`src/rtl/active_list_if.sv`:
```
// Rename / completion / commit / rollback bundle for the in-order active list.
// master: rename and writeback side driving the list; slave: the active list.
interface active_list_if #(
    parameter int DEPTH  = 16,
    parameter int IDX_W  = 4,
    parameter int PREG_W = 6,
    parameter int LREG_W = 5
) ();
    logic              alloc_valid;
    logic              alloc_ready;
    logic [LREG_W-1:0] alloc_lreg;
    logic [PREG_W-1:0] alloc_prev_preg;
    logic [PREG_W-1:0] alloc_new_preg;
    logic [IDX_W-1:0]  alloc_idx;
    logic              complete_valid;
    logic [IDX_W-1:0]  complete_idx;
    logic              flush;
    logic              commit_valid;
    logic [LREG_W-1:0] commit_lreg;
    logic              free_valid;
    logic [PREG_W-1:0] free_register;
    logic              rollback_valid;
    logic [LREG_W-1:0] rollback_lreg;
    logic [PREG_W-1:0] rollback_prev_preg;
    logic [PREG_W-1:0] rollback_new_preg;
    logic [IDX_W:0]    count;
    logic              empty;

    modport master (
        output alloc_valid, alloc_lreg, alloc_prev_preg, alloc_new_preg,
        output complete_valid, complete_idx, flush,
        input  alloc_ready, alloc_idx,
        input  commit_valid, commit_lreg, free_valid, free_register,
        input  rollback_valid, rollback_lreg, rollback_prev_preg, rollback_new_preg,
        input  count, empty
    );

    modport slave (
        input  alloc_valid, alloc_lreg, alloc_prev_preg, alloc_new_preg,
        input  complete_valid, complete_idx, flush,
        output alloc_ready, alloc_idx,
        output commit_valid, commit_lreg, free_valid, free_register,
        output rollback_valid, rollback_lreg, rollback_prev_preg, rollback_new_preg,
        output count, empty
    );
endinterface

```
`src/rtl/active_list.sv`:
```
// In-order active list behind the register map table.
// Each rename records {lreg, previous preg, new preg} at the tail. The head
// retires in order once its writeback is done and hands the previous preg back
// to the free list. A flush walks the list back from the youngest entry, one
// entry per cycle, so the map table and free list can be restored.
//
// state       | meaning
// ------------+-------------------------------------------------------------
// ST_NORMAL   | accepting allocs, completions and in-order commits
// ST_ROLLBACK | popping entry tail-1 every cycle until the list is empty
module active_list #(
    parameter int DEPTH  = 16,
    parameter int IDX_W  = 4,
    parameter int PREG_W = 6,
    parameter int LREG_W = 5
) (
    input  logic         clk,
    input  logic         rst,
    active_list_if.slave bus
);
    typedef enum logic {
        ST_NORMAL   = 1'b0,
        ST_ROLLBACK = 1'b1
    } state_t;

    localparam logic [IDX_W:0] FULL_CNT = (IDX_W+1)'(DEPTH);
    localparam logic [IDX_W:0] ONE_CNT  = (IDX_W+1)'(1);

    state_t             state_q, state_d;
    logic [IDX_W-1:0]   head_q, head_d;
    logic [IDX_W-1:0]   tail_q, tail_d;
    logic [IDX_W:0]     count_q, count_d;
    logic [DEPTH-1:0]   done_q, done_d;

    // entry payload; only ever read behind a valid, so it needs no reset
    logic [LREG_W-1:0]  lreg_mem [DEPTH];
    logic [PREG_W-1:0]  prev_mem [DEPTH];
    logic [PREG_W-1:0]  new_mem  [DEPTH];

    logic               commit_fire;
    logic               alloc_ok;
    logic               alloc_fire;
    logic [IDX_W-1:0]   tail_m1;
    logic [IDX_W-1:0]   complete_off;
    logic               complete_hit;

    // handshake decisions taken from registered state plus this cycle's inputs
    always_comb begin
        commit_fire  = (state_q == ST_NORMAL) && (count_q != '0) && done_q[head_q];
        // a commit in the same cycle does not free a slot for a full list
        alloc_ok     = (state_q == ST_NORMAL) && (count_q < FULL_CNT) && !bus.flush;
        alloc_fire   = bus.alloc_valid && alloc_ok;
        tail_m1      = tail_q - 1'b1;
        // entry is occupied when its distance from head is below count
        complete_off = bus.complete_idx - head_q;
        complete_hit = bus.complete_valid && ({1'b0, complete_off} < count_q);
    end

    // next-state for pointers, occupancy, done bits and the flush walk
    always_comb begin
        state_d = state_q;
        head_d  = head_q;
        tail_d  = tail_q;
        count_d = count_q;
        done_d  = done_q;
        case (state_q)
            ST_NORMAL: begin
                // set first so the clears of retiring/new entries take priority
                if (complete_hit) begin
                    done_d[bus.complete_idx] = 1'b1;
                end
                if (commit_fire) begin
                    done_d[head_q] = 1'b0;
                    head_d         = head_q + 1'b1;
                end
                if (alloc_fire) begin
                    done_d[tail_q] = 1'b0;
                    tail_d         = tail_q + 1'b1;
                end
                count_d = count_q + {{IDX_W{1'b0}}, alloc_fire}
                                  - {{IDX_W{1'b0}}, commit_fire};
                // flush blocks the alloc, so count_d is what is left to unwind
                if (bus.flush && (count_d != '0)) begin
                    state_d = ST_ROLLBACK;
                end
            end
            ST_ROLLBACK: begin
                if (count_q != '0) begin
                    done_d[tail_m1] = 1'b0;
                    tail_d          = tail_m1;
                    count_d         = count_q - ONE_CNT;
                end
                if (count_q <= ONE_CNT) begin
                    state_d = ST_NORMAL;
                end
            end
            default: begin
                state_d = ST_NORMAL;
            end
        endcase
    end

    // control registers with synchronous reset
    always_ff @(posedge clk) begin
        if (rst) begin
            state_q <= ST_NORMAL;
            head_q  <= '0;
            tail_q  <= '0;
            count_q <= '0;
            done_q  <= '0;
        end else begin
            state_q <= state_d;
            head_q  <= head_d;
            tail_q  <= tail_d;
            count_q <= count_d;
            done_q  <= done_d;
        end
    end

    // payload write at the tail on a firing alloc
    always_ff @(posedge clk) begin
        if (alloc_fire) begin
            lreg_mem[tail_q] <= bus.alloc_lreg;
            prev_mem[tail_q] <= bus.alloc_prev_preg;
            new_mem[tail_q]  <= bus.alloc_new_preg;
        end
    end

    assign bus.alloc_ready        = alloc_ok;
    assign bus.alloc_idx          = tail_q;
    assign bus.commit_valid       = commit_fire;
    assign bus.commit_lreg        = commit_fire ? lreg_mem[head_q] : '0;
    assign bus.free_valid         = commit_fire;
    assign bus.free_register      = commit_fire ? prev_mem[head_q] : '0;
    assign bus.rollback_valid     = (state_q == ST_ROLLBACK);
    assign bus.rollback_lreg      = (state_q == ST_ROLLBACK) ? lreg_mem[tail_m1] : '0;
    assign bus.rollback_prev_preg = (state_q == ST_ROLLBACK) ? prev_mem[tail_m1] : '0;
    assign bus.rollback_new_preg  = (state_q == ST_ROLLBACK) ? new_mem[tail_m1]  : '0;
    assign bus.count              = count_q;
    assign bus.empty              = (count_q == '0);
endmodule
```
`src/flat_wrapper.sv`:
```
// flat-port wrapper written by rule: the top's interface ports become plain ports
module active_list_flat 
#(
    parameter int DEPTH  = 16,
    parameter int IDX_W  = 4,
    parameter int PREG_W = 6,
    parameter int LREG_W = 5
)
  (clk, rst, bus_alloc_valid, bus_alloc_lreg, bus_alloc_prev_preg, bus_alloc_new_preg, bus_complete_valid, bus_complete_idx, bus_flush, bus_alloc_ready, bus_alloc_idx, bus_commit_valid, bus_commit_lreg, bus_free_valid, bus_free_register, bus_rollback_valid, bus_rollback_lreg, bus_rollback_prev_preg, bus_rollback_new_preg, bus_count, bus_empty);
  active_list_if #(.DEPTH(DEPTH), .IDX_W(IDX_W), .PREG_W(PREG_W), .LREG_W(LREG_W)) bus_i ();
  input  logic clk;
  input  logic rst;
  input wire logic [$bits(bus_i.alloc_valid)-1:0] bus_alloc_valid;
  input wire logic [$bits(bus_i.alloc_lreg)-1:0] bus_alloc_lreg;
  input wire logic [$bits(bus_i.alloc_prev_preg)-1:0] bus_alloc_prev_preg;
  input wire logic [$bits(bus_i.alloc_new_preg)-1:0] bus_alloc_new_preg;
  input wire logic [$bits(bus_i.complete_valid)-1:0] bus_complete_valid;
  input wire logic [$bits(bus_i.complete_idx)-1:0] bus_complete_idx;
  input wire logic [$bits(bus_i.flush)-1:0] bus_flush;
  output wire logic [$bits(bus_i.alloc_ready)-1:0] bus_alloc_ready;
  output wire logic [$bits(bus_i.alloc_idx)-1:0] bus_alloc_idx;
  output wire logic [$bits(bus_i.commit_valid)-1:0] bus_commit_valid;
  output wire logic [$bits(bus_i.commit_lreg)-1:0] bus_commit_lreg;
  output wire logic [$bits(bus_i.free_valid)-1:0] bus_free_valid;
  output wire logic [$bits(bus_i.free_register)-1:0] bus_free_register;
  output wire logic [$bits(bus_i.rollback_valid)-1:0] bus_rollback_valid;
  output wire logic [$bits(bus_i.rollback_lreg)-1:0] bus_rollback_lreg;
  output wire logic [$bits(bus_i.rollback_prev_preg)-1:0] bus_rollback_prev_preg;
  output wire logic [$bits(bus_i.rollback_new_preg)-1:0] bus_rollback_new_preg;
  output wire logic [$bits(bus_i.count)-1:0] bus_count;
  output wire logic [$bits(bus_i.empty)-1:0] bus_empty;
  assign bus_i.alloc_valid = bus_alloc_valid;
  assign bus_i.alloc_lreg = bus_alloc_lreg;
  assign bus_i.alloc_prev_preg = bus_alloc_prev_preg;
  assign bus_i.alloc_new_preg = bus_alloc_new_preg;
  assign bus_i.complete_valid = bus_complete_valid;
  assign bus_i.complete_idx = bus_complete_idx;
  assign bus_i.flush = bus_flush;
  assign bus_alloc_ready = bus_i.alloc_ready;
  assign bus_alloc_idx = bus_i.alloc_idx;
  assign bus_commit_valid = bus_i.commit_valid;
  assign bus_commit_lreg = bus_i.commit_lreg;
  assign bus_free_valid = bus_i.free_valid;
  assign bus_free_register = bus_i.free_register;
  assign bus_rollback_valid = bus_i.rollback_valid;
  assign bus_rollback_lreg = bus_i.rollback_lreg;
  assign bus_rollback_prev_preg = bus_i.rollback_prev_preg;
  assign bus_rollback_new_preg = bus_i.rollback_new_preg;
  assign bus_count = bus_i.count;
  assign bus_empty = bus_i.empty;
  active_list #(.DEPTH(DEPTH), .IDX_W(IDX_W), .PREG_W(PREG_W), .LREG_W(LREG_W)) u_core (.clk(clk), .rst(rst), .bus(bus_i));
endmodule
```
`config.mk`:
```
export PLATFORM = sky130hd
export DESIGN_NAME = active_list_flat
export DESIGN_NICKNAME = d
export VERILOG_FILES = /design/src/rtl/active_list_if.sv /design/src/rtl/active_list.sv /design/src/flat_wrapper.sv
export SDC_FILE = /design/constraint.sdc
export NUM_CORES = 1
export LEC_CHECK = 0
export BUFFER_PORTS_ARGS = -buffer_cell sky130_fd_sc_hd__buf_2
export CORE_ASPECT_RATIO = 0.75
export CORE_MARGIN = 1.5
export CORE_UTILIZATION = 60
export CTS_CLUSTER_SIZE = 8
export DETAILED_ROUTE_END_ITERATION = 10
export PLACE_DENSITY = 0.86
export SYNTH_ARGS = -nofsm -noshare
export SYNTH_HDL_FRONTEND = slang
export SYNTH_SLANG_ARGS = --single-unit
```
`constraint.sdc`:
```
create_clock -name clk -period 9.51 [get_ports clk]
set_clock_uncertainty 0.15 [all_clocks]
set_input_delay 1.902 -clock clk [delete_from_list [all_inputs] [get_ports clk]]
set_output_delay 1.902 -clock clk [all_outputs]
set_load 0.005 [all_outputs]
```
==> key figures, run 1 <==
Status
  • Run status: finished clean

Layout
  • Fraction of final layout cells with drive strength greater than 1: 0.324
  • Final non-filler cell area: 0.0162 mm^2
  • Final layout net count: 963
  • Final core utilization: 0.699
  • Area occupied by registers: 0.00886 mm^2
  • Area taken by multi-input logic gates: 0.00519 mm^2
  • Fill count: 1444
  • Area overhead of the layout relative to synthesis: 13.5%

Floorplan
  • Die Footprint: 0.0247 mm^2
  • Number of top-level pins: 68
  • Cell Rows: 48
  • Chip width: 181 um
  • Y dimension of the die: 137 um
  • Area inside the core boundary: 0.0232 mm^2
  • Starting density of the core: 0.615

STA
  • Fmax: 162 MHz
  • Accumulated negative setup slack: 0 ns
  • Number of endpoints with negative hold slack in the final report: 0
  • Final setup vio count: 0
  • Tightest Pin Transition: 1.30 ns
  • Final critical-path share of the clock period: 0.651
  • Period minus WS final: 6.19 ns
  • Final-layout worst hold slack: 0.379 ns
  • Max transition margin: 0.130
  • Number of pins exceeding their max-slew limit in the final report: 0
  • RSZ-0062 raised after global routing: false

Critical path
  • R2R Path Start: u_core.bus.count[1]
  • Category of the critical setup timing path: register to output port
  • Critical path arrival: 4.14 ns
  • Reg-to-Reg End: u_core.bus.rollback_valid
  • Origin of the worst setup path: u_core.bus.alloc_idx[0]
  • Critical path's largest stage delay: 0.93 ns
  • Minimum setup slack among reg-to-reg paths: 4.38 ns
  • Instance count on the critical path: 7
  • Family with the most delay on the worst path: compound AO/OA/AOI/OAI gates
  • Capture point of the worst path: bus_rollback_new_preg[1]
  • Crit path required time: 7.46 ns
  • Crit-path cells: buf_4 > nor3_1 > nor2b_1 > a21oi_2 > o221ai_1 > a31oi_1 > buf_2
  • Worst Setup End Kind: output port
  • Slowest cell on the critical path: a21oi_2
  • Reg2reg path depth: 17
  • Buffer and inverter count on the worst path: 2
  • Type of origin of the critical path: register
  • Maximum fanout encountered on the critical timing path: 45

Placement
  • Post-detailed-placement half-perimeter wirelength: 21500 um
  • Placed inst area: 0.0150 mm^2
  • Number of port buffers: 67
  • Placer congestion estimate: 0.922

Power and ir drop
  • Worst ir drop on vdd: 0.226 mV
  • Power density normalized to cell area: 267 mW/mm^2
  • Total power after layout: 4.33 mW
  • LEAKAGE: 5.29 nW

GRT
  • Global-route wire length before repair: 56200 um
  • GRT overflow: 0
  • Global-route usage over all layers: 0.312
  • Number of antenna violations at the first check in global routing: 1
  • Number of global-route vias before repair: 9000
  • Maximum number of pins on one net before global-route repair: 70

Logic synthesis
  • Post-Synthesis Mean Instance Area: 17.3 um^2
  • Synth Net Count: 880
  • Count of synthesis-stage warnings from yosys: 0
  • Main flop type after synthesis: edfxtp_1
  • Post-synthesis cell count: 824
  • Number of enable-type register cells in the synthesized netlist: 272
  • Flip-flop and latch count after synthesis: 306
  • Seq/Total Area, Yosys: 0.620
  • Synth cell types: 55
  • Synth async-reset ratio: 0
  • Cell Area, Synth: 0.0143 mm^2

Clock tree
  • # resized after CTS: 0
  • Hold buffer count at cts: 0
  • Clock buffer count from CTS: 44
  • Clock transition at path regs: 0.05 ns
  • TritonCTS clock tree: yes
  • Clock Path Buffers: 3
  • Clock sink count: 306
  • H-tree level count: 2
  • Root Buffer: clkbuf_16
  • Worst-Skew Late Latency: 0.54 ns
  • Post-CTS setup buffer count: 0

Detailed routing
  • Routed wire length per instance: 30.3 um
  • Routed Antenna Nets: 0
  • DRC viols: 0
  • Initial DRC count: 1294
  • Vias after detailed routing: 8834
  • Pre-antenna DRT Iters: 5
  • Drt via density: 7.22
  • Total Routed Length: 37000 um

Min path
  • Hold Crit Class: register to register

Job
  • Total of max-cap violations: 0
-- worst register-to-register path: stages, from the launching register on --
cell and delay (ns):
dfxtp_1 0.36, inv_1 0.26, ha_1 0.26, nand3b_2 0.23, inv_1 0.40, nor3_1 0.18
a32oi_2 0.94, inv_1 0.26, ha_1 0.34, inv_1 0.06, ha_1 0.15, inv_1 0.06
fa_1 0.42, o21bai_1 0.21, a21oi_1 0.11, xor2_1 0.16, o41ai_1 0.35, o21ai_0 0.14
-- cell usage in the layout (no fill, tap or decap), drive strengths merged, types with 3 or more instances in the layout --
master and count:
xor2 6, nand2 40, nor2 39, ha 28, a211o 12, o221ai 13, buf 87, nor3b 4
mux2i 3, nor2b 13, clkinv 3, o41ai 5, mux2 5, inv 23, and2 8, o211ai 13
dfxtp 34, nand2b 6, o311ai 4, edfxtp 272, nand3 3, a211oi 6, a21oi 10, nor3 8
xnor2 9, o21ai 22, mux4 129, a31oi 27, clkbuf 57
-- stage by stage --
stage | worst slack [ns] | std cells
6_report | 3.32 | 1223
5_1_grt | 3.04 | 1222
4_1_cts | 3.26 | 1222
3_5_place_dp | 3.87 | 1161
3_3_place_gp | 4.08 | 1161
2_1_floorplan | 4.62 | 824
-- logic make-up after synthesis --
kind of cell / share of synthesized area
AOI/OAI and AO/OA: 0.0642
xor gates and xnor gates: 0.00921
adders and majority gates: 0.0274
buffers and inverters: 0.0218
DFF: 0.620
muxes: 0.210
and+or+nand+nor: 0.0474
-- power by group --
| part | internal (mW) | switching [mW] |
|---|---|---|
| clock network | 0.838 | 0.561 |
| logic | 0.554 | 0.790 |
| registers | 1.52 | 0.0700 |
-- final cells by class --
| type | instances | share of cell area |
|---|---|---|
| inverter | 22 | 0.00510 |
| multi-input combinational | 446 | 0.320 |
| antenna | 1 | 0.000155 |
| clock buffer | 57 | 0.0710 |
| tap | 300 | 0.0232 |
| sequential | 306 | 0.547 |
| clock inverter | 4 | 0.00332 |
| timing repair buffer | 87 | 0.0300 |
-- layer usage --
metal,track usage,vias up,wire [um]
li1,-,3578,-
met5,0,-,10
met2,0.505,633,17900
met4,0.120,2,1280
met1,0.419,4499,13600
met3,0.0788,122,4200
-- Yosys cell counts (3+ instances only) --
library cell,number,area share
edfxtp_1,272,0.57
mux4_2,129,0.20
nand2_1,40,0.011
nor2_1,39,0.010
dfxtp_1,34,0.048
ha_1,28,0.025
a31oi_1,27,0.012
buf_2,24,0.0084
o21ai_0,22,0.0077
inv_1,21,0.0055
clkbuf_1,19,0.0050
nor2b_1,13,0.0057
o211ai_1,13,0.0068
o221ai_1,13,0.0080
a211o_1,12,0.0074
a21oi_1,10,0.0035
xnor2_1,9,0.0055
and2_1,8,0.0035
nor3_1,8,0.0028
a211oi_1,6,0.0032
nand2b_1,6,0.0026
xor2_1,6,0.0037
buf_1,5,0.0013
o41ai_1,5,0.0031
mux2_2,4,0.0032
nor3b_1,4,0.0021
o311ai_0,4,0.0025
mux2i_1,3,0.0021
nand3_1,3,0.0011
-- state kept, by name, summed over array words and instances, names as in the netlist, named ones only --
register	count
u_core.bus.alloc_idx	4
u_core.bus.count	5
u_core.bus.rollback_valid	1
u_core.done_q	16
u_core.head_q	4
u_core.lreg_mem	80
u_core.new_mem	96
u_core.prev_mem	96
-- worst min path at each step --
| stage | startpoint | to | slack, ns | depth (start not counted) |
|---|---|---|---|---|
| after floorplan | u_core.done_q[5] | u_core.done_q[5] | 0.33 | 2 |
| after global placement | u_core.done_q[5] | u_core.done_q[5] | 0.35 | 2 |
| after detailed placement | u_core.done_q[11] | u_core.done_q[11] | 0.36 | 2 |
| after CTS | u_core.done_q[7] | u_core.done_q[7] | 0.37 | 2 |
| after global routing | u_core.done_q[4] | u_core.done_q[4] | 0.40 | 2 |
| final | u_core.done_q[4] | u_core.done_q[4] | 0.38 | 2 |
Note: power is estimated with default switching activity, not from simulation.
==> run 2, diff against run 1 <==
==> constraint.sdc (replaced) <==
create_clock -name clk -period 6.2 [get_ports clk]
set_clock_uncertainty 0.15 [all_clocks]
set_input_delay 1.24 -clock clk [delete_from_list [all_inputs] [get_ports clk]]
set_output_delay 1.24 -clock clk [all_outputs]
set_load 0.005 [all_outputs]
==> run 2 against run 1 <==
Compared with the run above: via count increased by 1.2%; sequential power increased by 53%; combinational power increased by 57%; critical path depth decreased by 1; non-clock buffer count increased by 1; register-to-register slack got worse by 2.7 ns; final cell count increased by 0.33%; die area unchanged; critical endpoint is now bus_rollback_lreg[4].
==> key figures, run 2 (same netlist as run 1, synthesis figures left out) <==
Placement
  • Number of port buffers: 67 (unchanged)
  • Placed inst area: 0.0150 mm^2 (about the same)
  • Post-detailed-placement half-perimeter wirelength: 21600 um (was 21500 um)
  • Placer congestion estimate: 0.924 (was 0.922)

Power and ir drop
  • Clock share of power: 0.325 (was 0.323)
  • Logic gate share of total power: 0.312 (was 0.310)
  • Internal portion of total power: 4.51 mW (was 2.91 mW)
  • Relative contribution of sequential cells to total power: 0.363 (was 0.367)
  • LEAKAGE: 5.30 nW (was 5.29 nW)
  • NetSw: 2.22 mW (was 1.42 mW)
  • Power density normalized to cell area: 414 mW/mm^2 (was 267 mW/mm^2)
  • Switching share of total power: 0.330 (was 0.328)
  • Total power after layout: 6.73 mW (was 4.33 mW)
  • Worst ir drop on vdd: 0.344 mV (was 0.226 mV)

Detailed routing
  • Routed Antenna Nets: 0 (unchanged)
  • Initial DRC count: 1247 (was 1294)
  • Pre-antenna DRT Iters: 6 (was 5)
  • Routed wire length per instance: 31.3 um (was 30.3 um)
  • DRC viols: 0 (unchanged)
  • Total Routed Length: 38500 um (was 37000 um)
  • Drt via density: 7.29 (was 7.22)
  • Vias after detailed routing: 8941 (was 8834)

Clock tree
  • Hold buffer count at cts: 0 (unchanged)
  • Clock buffer count from CTS: 44 (unchanged)
  • TritonCTS clock tree: yes (unchanged)
  • Clock transition at path regs: 0.06 ns (was 0.05 ns)
  • H-tree level count: 2 (unchanged)
  • Clock sink count: 306 (unchanged)
  • Worst-Skew Late Latency: 0.55 ns (was 0.54 ns)
  • Post-CTS setup buffer count: 0 (unchanged)
  • # resized after CTS: 0 (unchanged)
  • Clock Path Buffers: 3 (unchanged)
  • Root Buffer: clkbuf_16 (unchanged)

Layout
  • Most common cell after layout, fill and taps aside: edfxtp_1 (unchanged)
  • Final layout net count: 964 (was 963)
  • Area overhead of the layout relative to synthesis: 13.9% (was 13.5%)
  • Fill count: 1393 (was 1444)
  • Final non-filler cell area: 0.0162 mm^2 (about the same)
  • Final core utilization: 0.701 (was 0.699)
  • Commonest cells after routing, fill and taps aside: 272 x edfxtp_1, 129 x mux4_2, 67 x buf_2 (unchanged)
  • Fraction of final layout cells with drive strength greater than 1: 0.324 (about the same)
  • Largest registers in the final layout: u_core.new_mem x96, u_core.prev_mem x96, u_core.lreg_mem x80 (unchanged)

Critical path
  • Crit-path cells: inv_1 > ha_4 > mux4_2 > mux4_2 > and2_1 > buf_2 (was buf_4 > nor3_1 > nor2b_1 > a21oi_2 > o221ai_1 > a31oi_1 > buf_2)
  • Maximum fanout encountered on the critical timing path: 69 (was 45)
  • Crit path top cell by count: mux4_2
  • Worst Setup End Kind: output port (unchanged)
  • Critical path arrival: 3.77 ns (was 4.14 ns)
  • Slowest cell on the critical path: ha_4 (was a21oi_2)
  • Crit path required time: 4.81 ns (was 7.46 ns)
  • Family with the most delay on the worst path: adder cells (was compound AO/OA/AOI/OAI gates)
  • Type of origin of the critical path: register (unchanged)
  • Critical path's largest stage delay: 1.00 ns (was 0.93 ns)
  • Buffer and inverter count on the worst path: 2 (unchanged)
  • Category of the critical setup timing path: register to output port (unchanged)

STA
  • Final critical-path share of the clock period: 0.833
  • Accumulated negative setup slack: 0 ns (unchanged)
  • Final setup vio count: 0 (unchanged)
  • Tightest Pin Transition: 1.24 ns (was 1.30 ns)
  • Number of endpoints with negative hold slack in the final report: 0 (unchanged)
  • Fmax: 194 MHz
  • Period minus WS final: 5.16 ns
  • Number of pins exceeding their max-slew limit in the final report: 0 (unchanged)
  • Max transition margin: 0.176 (was 0.130)
  • RSZ-0062 raised after global routing: false (unchanged)

Floorplan
  • Number of top-level pins: 68 (unchanged)
  • Chip width: 181 um (unchanged)
  • Y dimension of the die: 137 um (unchanged)
  • Starting density of the core: 0.615 (unchanged)
  • Area inside the core boundary: 0.0232 mm^2 (unchanged)
  • Cell Rows: 48 (unchanged)
  • Die Footprint: 0.0247 mm^2 (unchanged)

GRT
  • Global-route wire length before repair: 57700 um (was 56200 um)
  • Global-route usage over all layers: 0.326 (was 0.312)
  • Number of global-route vias before repair: 9206 (was 9000)
  • Maximum number of pins on one net before global-route repair: 70 (unchanged)
  • GRT overflow: 0 (unchanged)
  • Number of antenna violations at the first check in global routing: 0 (was 1)

Status
  • Run status: finished clean (unchanged)

Job
  • Total of max-cap violations: 0 (unchanged)

Min path
  • Hold Crit Class: register to register (unchanged)
-- run 2: changes by cell type in the layout (fill, tap and decap cells not counted) --
cell,delta
clkbuf_1,+2
nor2_2,-2
nor2_4,+2
buf_4,+1
clkbuf_16,+1
clkinv_8,-1
diode_2,+1
inv_16,+1
inv_6,-1
-- run 2: routing by layer --
| metal | GRT usage | wire length [um] | vias up |
|---|---|---|---|
| li1 | - | - | 3577 |
| met1 | 0.430 | 13600 | 4487 |
| met2 | 0.533 | 18600 | 715 |
| met3 | 0.0790 | 4740 | 162 |
| met4 | 0.133 | 1510 | 0 |
| met5 | 0 | 0 | - |
-- run 2: worst paths after layout --
kind                               end  slack [ns]  depth (start not counted)               startpoint
max               bus_rollback_lreg[4]        1.04                          6  u_core.bus.alloc_idx[0]
min                   u_core.done_q[5]        0.38                          2         u_core.done_q[5]
max reg2reg  u_core.bus.rollback_valid        1.68                         17      u_core.bus.count[1]
min reg2reg           u_core.done_q[5]        0.38                          2         u_core.done_q[5]
-- run 2: power groups by stage --
| stage | clock, mW | sequential (mW) | combinational (mW) |
|---|---|---|---|
| 5_1_grt | 2.28 | 2.45 | 2.23 |
| 4_1_cts | 2.20 | 2.44 | 2.07 |
| 3_5_place_dp | 0 | 2.48 | 2.03 |
| 3_3_place_gp | 0 | 2.47 | 1.98 |
| 2_1_floorplan | 0 | 2.41 | 1.42 |
| 6_report | 2.19 | 2.44 | 2.10 |
-- run 2: area by class of cell --
type	instances	area, um^2	area share
inverter	22	82.6	0.00508
sequential	306	8860	0.545
antenna	2	5.00	0.000308
multi-input combinational	446	5200	0.320
clock inverter	3	48.8	0.00300
timing repair buffer	88	493	0.0303
clock buffer	60	1180	0.0728
tap	300	375	0.0231
-- run 2: worst min-delay path: cells and delay by family (launching register included) --
| kind | cells | cell delay (ns) |
|---|---|---|
| DFF | 1 | 0.32 |
| AOI/OAI and AO/OA | 2 | 0.16 |
-- run 2: through the flow --
stage	hold slack [ns]	std cells	worst slack [ns]
global placement	0.346	1162	1.73
detailed placement	0.361	1162	1.60
floorplan	0.328	824	1.97
CTS	0.368	1225	1.00
global route	0.420	1225	0.853
finish	0.377	1227	1.04
==> run 3, diff against run 2 <==
--- a/config.mk
+++ b/config.mk
@@ -8,10 +8,10 @@
 export BUFFER_PORTS_ARGS = -buffer_cell sky130_fd_sc_hd__buf_2
 export CORE_ASPECT_RATIO = 0.75
 export CORE_MARGIN = 1.5
-export CORE_UTILIZATION = 60
+export CORE_UTILIZATION = 56
 export CTS_CLUSTER_SIZE = 8
 export DETAILED_ROUTE_END_ITERATION = 10
-export PLACE_DENSITY = 0.86
+export PLACE_DENSITY = 0.85
 export SYNTH_ARGS = -nofsm -noshare
 export SYNTH_HDL_FRONTEND = slang
 export SYNTH_SLANG_ARGS = --single-unit
==> constraint.sdc (replaced) <==
create_clock -name clk -period 4.1 [get_ports clk]
set_clock_uncertainty 0.15 [all_clocks]
set_input_delay 0.82 -clock clk [delete_from_list [all_inputs] [get_ports clk]]
set_output_delay 0.82 -clock clk [all_outputs]
set_load 0.005 [all_outputs]
==> run 3 against run 2 <==
Compared with the run above: first-iteration DRC count shrank 16%; routed wire length shrank 4.4%; combinational power grew 59%; flip-flop and latch count unchanged; critical endpoint is now bus_rollback_new_preg[0].
==> key figures, run 3 (same netlist as run 1, synthesis figures left out) <==
Critical path
  • R2R Path Start: u_core.head_q[1] (was u_core.bus.count[1])
  • Crit path required time: 3.13 ns (was 4.81 ns)
  • Worst Setup End Kind: output port (unchanged)
  • Critical path arrival: 3.00 ns (was 3.77 ns)
  • Type of origin of the critical path: register (unchanged)
  • Maximum fanout encountered on the critical timing path: 9 (was 69)
  • Category of the critical setup timing path: register to output port (unchanged)
  • Origin of the worst setup path: u_core.bus.alloc_idx[1] (was u_core.bus.alloc_idx[0])
  • Minimum setup slack among reg-to-reg paths: 0.24 ns (was 1.68 ns)

Clock tree
  • Root Buffer: clkbuf_16 (unchanged)
  • TritonCTS clock tree: yes (unchanged)
  • Clock buffer count from CTS: 44 (unchanged)
  • # resized after CTS: 0 (unchanged)
  • Clock sink count: 306 (unchanged)
  • Post-CTS setup buffer count: 0 (unchanged)
  • Worst-Skew Late Latency: 0.53 ns (was 0.55 ns)
  • Clock Path Buffers: 3 (unchanged)
  • Hold buffer count at cts: 0 (unchanged)
  • H-tree level count: 2 (unchanged)
  • Clock transition at path regs: 0.05 ns (was 0.06 ns)

Floorplan
  • Area inside the core boundary: 0.0250 mm^2 (was 0.0232 mm^2)
  • Die Footprint: 0.0265 mm^2 (was 0.0247 mm^2)
  • Number of top-level pins: 68 (unchanged)
  • Starting density of the core: 0.572 (was 0.615)
  • Chip width: 187 um (was 181 um)
  • Cell Rows: 50 (was 48)
  • Y dimension of the die: 141 um (was 137 um)

STA
  • Number of endpoints with negative hold slack in the final report: 0 (unchanged)
  • Number of pins exceeding their max-slew limit in the final report: 0 (unchanged)
  • Final critical-path share of the clock period: 0.969
  • Accumulated negative setup slack: 0 ns (unchanged)
  • Least setup slack across all paths after layout: 0.127 ns (was 1.04 ns)
  • Period minus WS final: 3.97 ns
  • Tightest Pin Transition: 0.966 ns (was 1.24 ns)
  • RSZ-0062 raised after global routing: false (unchanged)
  • Max transition margin: 0.354 (was 0.176)
  • Final setup vio count: 0 (unchanged)
  • Fmax: 252 MHz
  • Final-layout worst hold slack: 0.368 ns (was 0.377 ns)

Layout
  • Fraction of final layout cells with drive strength greater than 1: 0.345 (was 0.324)
  • Final non-filler cell area: 0.0165 mm^2 (was 0.0162 mm^2)
  • Antenna diode count: 0 (was 2)
  • Final layout net count: 992 (was 964)
  • Most common cell after layout, fill and taps aside: edfxtp_1 (unchanged)
  • Largest registers in the final layout: u_core.new_mem x96, u_core.prev_mem x96, u_core.lreg_mem x80 (unchanged)
  • Commonest cells after routing, fill and taps aside: 272 x edfxtp_1, 129 x mux4_2, 67 x buf_2 (unchanged)
  • Area overhead of the layout relative to synthesis: 15.6% (was 13.9%)
  • Final core utilization: 0.661 (was 0.701)
  • Fin cells: 1290 (was 1227)

Detailed routing
  • DRC viols: 0 (unchanged)
  • Total Routed Length: 36800 um (was 38500 um)
  • Initial DRC count: 1043 (was 1247)
  • Routed Antenna Nets: 0 (unchanged)
  • Drt via density: 6.81 (was 7.29)
  • Vias after detailed routing: 8791 (was 8941)
  • Pre-antenna DRT Iters: 6 (unchanged)
  • Routed wire length per instance: 28.5 um (was 31.3 um)

GRT
  • Global-route wire length before repair: 55200 um (was 57700 um)
  • GRT overflow: 0 (unchanged)
  • Number of global-route vias before repair: 8947 (was 9206)
  • Number of antenna violations at the first check in global routing: 1 (was 0)
  • Maximum number of pins on one net before global-route repair: 37 (was 70)
  • Global-route usage over all layers: 0.285 (was 0.326)

Min path
  • Hold Crit Class: register to register (unchanged)
  • Hold path startpoint: u_core.done_q[0] (was u_core.done_q[5])

Status
  • Run status: finished clean (unchanged)

Placement
  • Placed inst area: 0.0153 mm^2 (was 0.0150 mm^2)
  • Post-detailed-placement half-perimeter wirelength: 22300 um (was 21600 um)
  • Placer congestion estimate: 0.951 (was 0.924)
  • Dpl cells: 1228 (was 1162)
  • Number of port buffers: 67 (unchanged)
  • Placement-stage worst setup slack: 0.314 ns (was 1.60 ns)

Power and ir drop
  • Total power after layout: 10.2 mW (was 6.73 mW)
  • Power density normalized to cell area: 617 mW/mm^2 (was 414 mW/mm^2)
  • Worst ir drop on vdd: 0.461 mV (was 0.344 mV)
  • LEAKAGE: 5.44 nW (was 5.30 nW)

Job
  • Total of max-cap violations: 0 (unchanged)
-- run 3: cell count changes in the layout (fill, tap and decap cells not counted), moves of 2 or more --
cell     previous run  this run
diode_2             2         0
nor2_4              4         0
buf_12              0         3
buf_4              21        46
nor2_2              8        12
-- run 3: final timing paths --
check	end	depth (start not counted)
max	bus_rollback_new_preg[0]	6
min reg2reg	u_core.done_q[0]	2
max reg2reg	u_core.bus.rollback_valid	14
min	u_core.done_q[0]	2
-- run 3: cell type report --
class / instances / area (um^2)
inverters: 22 / 82.6
flip-flops and latches: 306 / 8850
clock inverters: 2 / 27.5
fillers: 1610 / 8460
multi-input cells: 446 / 5190
clock buffers: 60 / 1180
well taps: 338 / 423
repair buffers: 116 / 741
-- run 3: power breakdown --
group          internal [mW]  leakage [nW]  total (mW)  switching (mW)
Clock                   1.98         0.582        3.24            1.26
Combinational           1.42          2.14        3.33            1.92
Sequential              3.52          2.73        3.60          0.0831
Total                   6.91          5.44        10.2            3.26
-- run 3: worst max-delay path, stage by stage, from the launching register on --
cell     delay, ns
dfxtp_1       0.31
buf_4         0.17
nor3_1        0.41
xor2_1        0.80
mux4_2        0.44
and2_1        0.21
buf_2         0.13
-- run 3: routing by layer --
metal	vias to the layer above	part of all wire	track usage
li1	3634	-	-
met1	4483	0.37	0.378
met2	571	0.49	0.460
met3	101	0.11	0.0742
met4	2	0.032	0.104
met5	-	0.00027	0
